### config.mk
export PLATFORM = sky130hd
export DESIGN_NAME = kmap_sweep_ctrl
export DESIGN_NICKNAME = d
export VERILOG_FILES = /design/src/rtl/kmap_sweep_ctrl.sv
export SDC_FILE = /design/constraint.sdc
export NUM_CORES = 1
export LEC_CHECK = 0
export ABC_AREA = 1
export CORE_AREA = 2 2 97 99
export DETAILED_ROUTE_END_ITERATION = 8
export DIE_AREA = 0 0 99 101
export PLACE_DENSITY_LB_ADDON = 0.12
export SKIP_LAST_GASP = 1
export SLEW_MARGIN = 10
export SYNTH_ARGS = -nofsm -noshare
export SYNTH_HDL_FRONTEND = slang
export SYNTH_SLANG_ARGS = --single-unit
### constraint.sdc
create_clock -name clk -period 1.61 [get_ports clk]
set_input_delay 0.4025 -clock clk [delete_from_list [all_inputs] [get_ports clk]]
set_output_delay 0.4025 -clock clk [all_outputs]
set_load 0.01 [all_outputs]
### src/rtl/kmap_sweep_ctrl.sv
// Exhaustive truth-table sweeper for an N-input combinational function unit.
// Walks x_out over every code, samples f_in after SETTLE cycles and grades the table against cared entries.
module kmap_sweep_ctrl #(
    parameter int N      = 4,
    parameter int SETTLE = 1
) (
    input  logic                  clk,
    input  logic                  resetn,
    input  logic                  start,
    input  logic [(1<<N)-1:0]     care_mask,
    input  logic [(1<<N)-1:0]     expect_tbl,
    output logic [N-1:0]          x_out,
    input  logic                  f_in,
    output logic                  busy,
    output logic                  done,
    output logic                  pass,
    output logic [N-1:0]          fail_idx,
    output logic [N:0]            mismatch_cnt,
    output logic [(1<<N)-1:0]     captured_tbl,
    output logic [1:0]            dbg_state
);

    localparam int DEPTH = 1 << N;

    localparam logic [1:0] ST_IDLE  = 2'd0;
    localparam logic [1:0] ST_SWEEP = 2'd1;
    localparam logic [1:0] ST_DONE  = 2'd2;

    localparam logic [3:0]   SETTLE_C = 4'(SETTLE);
    localparam logic [N-1:0] LAST_IDX = {N{1'b1}};
    localparam logic [N-1:0] IDX_ONE  = 1;
    localparam logic [N:0]   CNT_ONE  = 1;

    logic [1:0]       state_q, state_d;
    logic [N-1:0]     idx_q, idx_d;
    logic [3:0]       wait_cnt_q, wait_cnt_d;
    logic [DEPTH-1:0] care_q, care_d;
    logic [DEPTH-1:0] exp_q, exp_d;
    logic [DEPTH-1:0] tbl_q, tbl_d;
    logic [N:0]       cnt_q, cnt_d;
    logic [N-1:0]     first_idx_q, first_idx_d;
    logic             first_vld_q, first_vld_d;
    logic             pass_q, pass_d;
    logic [N-1:0]     fail_idx_q, fail_idx_d;
    logic [N:0]       res_cnt_q, res_cnt_d;
    logic [DEPTH-1:0] cap_q, cap_d;

    logic             f_known;
    logic             f_bit;
    logic             mism;
    logic [N:0]       cnt_inc;

    // An unknown f_in is stored as 0 but always graded as a mismatch on cared codes.
    always_comb begin
        f_known = (f_in === 1'b0) || (f_in === 1'b1);
        f_bit   = (f_in === 1'b1);
        mism    = care_q[idx_q] && (!f_known || (f_bit != exp_q[idx_q]));
        cnt_inc = mism ? (cnt_q + CNT_ONE) : cnt_q;
    end

    always_comb begin
        state_d     = state_q;
        idx_d       = idx_q;
        wait_cnt_d  = wait_cnt_q;
        care_d      = care_q;
        exp_d       = exp_q;
        tbl_d       = tbl_q;
        cnt_d       = cnt_q;
        first_idx_d = first_idx_q;
        first_vld_d = first_vld_q;
        pass_d      = pass_q;
        fail_idx_d  = fail_idx_q;
        res_cnt_d   = res_cnt_q;
        cap_d       = cap_q;

        case (state_q)
            ST_IDLE: begin
                if (start) begin
                    state_d     = ST_SWEEP;
                    idx_d       = '0;
                    wait_cnt_d  = '0;
                    care_d      = care_mask;
                    exp_d       = expect_tbl;
                    tbl_d       = '0;
                    cnt_d       = '0;
                    first_idx_d = '0;
                    first_vld_d = 1'b0;
                end
            end
            ST_SWEEP: begin
                if (wait_cnt_q != SETTLE_C) begin
                    wait_cnt_d = wait_cnt_q + 4'd1;
                end else begin
                    tbl_d[idx_q] = f_bit;
                    cnt_d        = cnt_inc;
                    if (mism && !first_vld_q) begin
                        first_vld_d = 1'b1;
                        first_idx_d = idx_q;
                    end
                    if (idx_q == LAST_IDX) begin
                        // Publish results on the way into DONE so they are valid with the pulse.
                        state_d    = ST_DONE;
                        idx_d      = '0;
                        wait_cnt_d = '0;
                        pass_d     = (cnt_inc == '0);
                        res_cnt_d  = cnt_inc;
                        cap_d      = tbl_d;
                        if (first_vld_q)
                            fail_idx_d = first_idx_q;
                        else if (mism)
                            fail_idx_d = idx_q;
                        else
                            fail_idx_d = '0;
                    end else begin
                        idx_d      = idx_q + IDX_ONE;
                        wait_cnt_d = '0;
                    end
                end
            end
            ST_DONE: begin
                state_d = ST_IDLE;
            end
            default: begin
                state_d = ST_IDLE;
            end
        endcase
    end

    always_ff @(posedge clk) begin
        if (!resetn) begin
            state_q     <= ST_IDLE;
            idx_q       <= '0;
            wait_cnt_q  <= '0;
            care_q      <= '0;
            exp_q       <= '0;
            tbl_q       <= '0;
            cnt_q       <= '0;
            first_idx_q <= '0;
            first_vld_q <= 1'b0;
            pass_q      <= 1'b0;
            fail_idx_q  <= '0;
            res_cnt_q   <= '0;
            cap_q       <= '0;
        end else begin
            state_q     <= state_d;
            idx_q       <= idx_d;
            wait_cnt_q  <= wait_cnt_d;
            care_q      <= care_d;
            exp_q       <= exp_d;
            tbl_q       <= tbl_d;
            cnt_q       <= cnt_d;
            first_idx_q <= first_idx_d;
            first_vld_q <= first_vld_d;
            pass_q      <= pass_d;
            fail_idx_q  <= fail_idx_d;
            res_cnt_q   <= res_cnt_d;
            cap_q       <= cap_d;
        end
    end

    // idx is forced to 0 outside SWEEP, so x_out rests at 0 in IDLE and DONE.
    assign x_out        = idx_q;
    assign busy         = (state_q != ST_IDLE);
    assign done         = (state_q == ST_DONE);
    assign pass         = pass_q;
    assign fail_idx     = fail_idx_q;
    assign mismatch_cnt = res_cnt_q;
    assign captured_tbl = cap_q;
    assign dbg_state    = state_q;

endmodule

# After elaboration in Yosys (flattened, before gate mapping)
# Cells that the tools add are included.
# op_classes
n_addsub	3
multipliers	0
n_div	0
magnitude_cmp	2
n_eq_ne	11
shift	0
mux	33
bitwise	1
reduce_logical	17
# ops
operator	count
$mux 16	2
$mux 4	8
$pmux 16 s2	1
$pmux 4 s2	3
$bwmux 16	1
$mux 5	3
$pmux 5 s2	1
$reduce_and 3->1	3
$add 4x1->4 const B	2
$bmux 1 s4	2
$ne 2x2->1 const B	4
$mux 1	6
$mux 2	3
$add 5x1->5 const B	1
$logic_not 5->1	1
$lt 4x5->1 const B	1
$demux 1 s4	1
$eq 4x4->1 const B	1
$ge 4x1->1 const B	1
$ne 4x1->1 const B	1
$pmux 2 s2	1
$reduce_and 2->1	2
$reduce_and 4->1	1
$reduce_bool 2->1	2
10 further kinds	15
# totals
register_bits	94
latch_bits	0
mem_bits_rw	0
rom_bits	0
wordCells	80
n_memories	0

# Logic depth before layout (Yosys ltp)
# depth
depth_word	9
depth_mapped	16

# Worst setup path before layout
# OpenSTA, ideal clock, no wires.
# synth_timing
kind	reg-to-reg
startpoint	reg idx_q[0], in the netlist x_out[0]
endpoint	reg first_idx_q[3]
setup_time_ns	0.134
t_arrival_ns	1.723
t_required_ns	1.476
setup_slack_ns	-0.247
stages_incl_launch_ff	15
n_path_buf	1
synth_period_minus_slack_ns	1.857
path_cell_list	dfxtp_1 -> inv_2 -> buf_6 -> nand2_1 -> nand3_1 -> nand2_1 -> nand2_1 -> nand2_2 -> nor2_2 -> nand2_4 -> nand3_4 -> o21ai_4 -> nand2_2 -> nand2_1 -> a21oi_1
# synth_via
elab_chain_cells	8
# synth_rtl
item	line	text
start, declared	35	logic [N-1:0] idx_q, idx_d;
start signal, assigned	146	idx_q <= idx_d;
$bmux 1 s4	57	mism = care_q[idx_q] && (!f_known || (f_bit != exp_q[idx_q]));
$mux 1 (implied by the code)	57	
$ne 1x1->1	57	
$logic_or 1x1->1	57	
$logic_and 1x1->1 (*)	57	
$logic_and 1x1->1 (*)	96	if (mism && !first_vld_q) begin
$ne 2x2->1 (no source line) (*)	--	
$reduce_and 4->1 (no source line) (*)	--	
end signal, assigned	152	first_idx_q <= first_idx_d;
end, declared	41	logic [N-1:0] first_idx_q, first_idx_d;
# Mark *: on every way between the ends. The rest lies on a longest branch, timed or not. The select of a mux whose other input is x is not followed.
# A chain may end at the register's enable or synchronous reset.

# Worst setup path after layout
# Ends and elaborated chain as after synthesis.

==> results.ini <==
[grt]
antenna_found_initial=0
grt_max_degree=53
grt_pass1_wl_mm=18.74
track_usage=0.2307
first_global_vias=4072
overflow=0

[clock_network]
cts_buffers=9
clk_transition_reported_paths_ns=0.10
cts.sinks=93
cts_root_buffer=clkbuf_8
cts_max_path_buffers=2
clock_latency_ns=0.38
htreeDepth=3
hold_buffers=0
cts_tree=built

[detailed_routing]
wl_met1_mm=5.139
dr_wl_met2_mm=5.328
drt-initial-drc-count=191
ant_nets=0
wl_mm=11.06
wl_met3_um=356
vias=4256
drt-wirelength-per-cell_um=13.26
drt-vias-per-instance=5.103
drc=0
top_layer_used=met4
firstDrtPassIters=5

[cells_and_area]
drive_above_1_share=0.2254
stdcell_area_um2=5959
area_growth_pct=40.96
n_fill_cell=799
diodes=0
final_nets=761

[synthesis]
syn_nets=637
synth_cell_types=33
yosysSeqAreaShare=0.4404
yosys_warnings=0
syn_area_per_cell_um2=7.118
syn_area_um2=4228
synthCells=594
synth_seq_cells=93

[sta]
fin_crit_sh=1.123
finalSetupViolCount=35
hold_ws_ns=0.4637
setup_ws_ns=-0.1980
period_needed_ns=1.808
hold_violations=0
skew_ns=0.01564
max_freq_mhz=553.1
drv_slew=0
rsz0062_at_grt=true
slew_headroom=0.7892
worst_pin_slew_ns=0.3128

[setup_path]
crit_arrival_ns=2.06
worst_setup_path_end_kind=register
crit_required_ns=1.86
critPathLaunch=x_out[0]
crit_type=reg -> reg
r2r-start=x_out[0]
setup.worst_path.start_class=register
rrSetupSlack_ns=-0.20
crit_fanout=12

[hold_path]
min_from=captured_tbl[11]
hp-class=reg -> reg

[die]
ios=70
chipHeight_um=101
fp.dieW_um=99
start_util=0.4709
die_area_um2=9999
num_rows=35
core_um2=8977

[place]
pre_cts_slack_ns=-0.2962
port_buffers=69
place_area_um2=5534
gp_congestion=0.8072
hpwl_mm=7.694

[pwr]
p_per_area_nw_per_um2=901.8
leakagePower_nw=2.520
ir_drop_mv=0.5730

[job]
drv_cap=0

[status]
failed_checks=setup timing
status=finished, violations left

==> worst max-delay path, stage by stage, from the launching register on <==
cell	delay (ns)
dfxtp_4	0.40
buf_6	0.15
a21oi_1	0.07
o21ai_1	0.07
nand2_1	0.08
nand2_1	0.07
nand2_2	0.06
nor2_4	0.17
nand3_4	0.17
o21ai_4	0.22
nand2_2	0.11
nand2_1	0.07
a21oi_1	0.06
==> per-layer routing <==
metal  up-vias  GRT usage
met3        23    0.03467
met1      1968     0.3039
met4         0     0.1001
met2        88     0.3773
met5         -          0
li1       2177          -
==> cell type report <==
class / count / area (um^2) / area share
clock buffers: 10 / 127.6 / 0.02141
clock inverters: 6 / 116.4 / 0.01953
inverters: 55 / 211.5 / 0.03548
multi-input cells: 415 / 2162 / 0.3628
flip-flops and latches: 93 / 1884 / 0.3162
well taps: 111 / 138.9 / 0.02330
repair buffers: 144 / 1319 / 0.2213
==> power by group <==
part           switching (mW)  internal, mW
logic                   0.541         0.459
registers              0.0488          2.39
clock network           0.893          1.05
total                    1.48          3.89
==> state kept, by name, summed over array words and instances, names as in the netlist <==
register      count
captured_tbl     16
care_q           16
exp_q            16
tbl_q            15
cnt_q             5
mismatch_cnt      5
fail_idx          4
first_idx_q       4
wait_cnt_q        4
x_out             4
dbg_state         2
first_vld_q       1
pass              1
==> through the flow <==
step | power, mW | util | TNS [ns] | instances
global placement | 3.394 | 0.6164 | -17.08 | 812
finish | 5.374 | 0.6638 | -2.817 | 834
global route | 5.606 | 0.6638 | -7.372 | 834
CTS | 5.341 | 0.6493 | -2.675 | 830
detailed placement | 3.418 | 0.6164 | -17.11 | 812
floorplan | 2.994 | - | -1.309 | 594
==> what timing repair did <==
item                       4_1_cts  5_1_grt
gates resized for setup         60       41
setup buffers                    1        4
cloned                           1        0
pin swaps                       15       12
setup endpoints to repair       88       75
==> synth_stat cells (all sizes together) <==
cell | count | area (um^2)
a2bb2oi | 1 | 8.760
a221oi | 1 | 8.760
dfxtp | 93 | 1862
xnor2 | 2 | 17.52
nand3 | 24 | 142.6
nand4 | 8 | 50.05
xor2 | 2 | 17.52
a21oi | 85 | 429.2
ha | 7 | 87.58
nand2 | 166 | 645.6
buf | 11 | 78.82
o31ai | 2 | 15.01
o211ai | 2 | 15.01
clkbuf | 20 | 75.07
nor2 | 48 | 197.7
o21ai | 59 | 317.8
a211oi | 2 | 15.01
a31oi | 5 | 31.28
inv | 53 | 198.9
or2 | 1 | 6.260
clkinv | 2 | 7.510
==> cells in the final DEF, fill, tap and decap left out, types with 6 or more instances in the layout <==
cell type        instances
nand2_2                 17
buf_4                   63
nor2_2                   8
clkdlybuf4s50_1         35
a21oi_2                  7
a21oi_1                 78
inv_2                    8
nor2_1                  34
inv_1                   44
clkbuf_8                 9
o21ai_0                 42
nand4_1                  8
dlygate4sd2_1           31
o21ai_1                 13
nand2_1                147
dfxtp_1                 85
nand3_1                 21
nor2_4                   6
buf_12                   6
==> cells by family after synthesis <==
| group | synth area share |
|---|---|
| buffers and inverters | 0.08523 |
| flip-flops | 0.4404 |
| XOR/XNOR | 0.008288 |
| AND/OR/NAND/NOR | 0.2465 |
| AO/OA/AOI/OAI | 0.1989 |
| adder cells (fa/ha/maj) | 0.02072 |
==> worst paths after layout <==
| kind | cells after the start | end |
|---|---|---|
| hold / removal | 2 | captured_tbl[11] |
| setup reg to reg | 12 | first_idx_q[3] |
| hold reg to reg | 2 | captured_tbl[11] |
| setup / recovery | 12 | first_idx_q[3] |
Power figures use the tool's default switching activity.
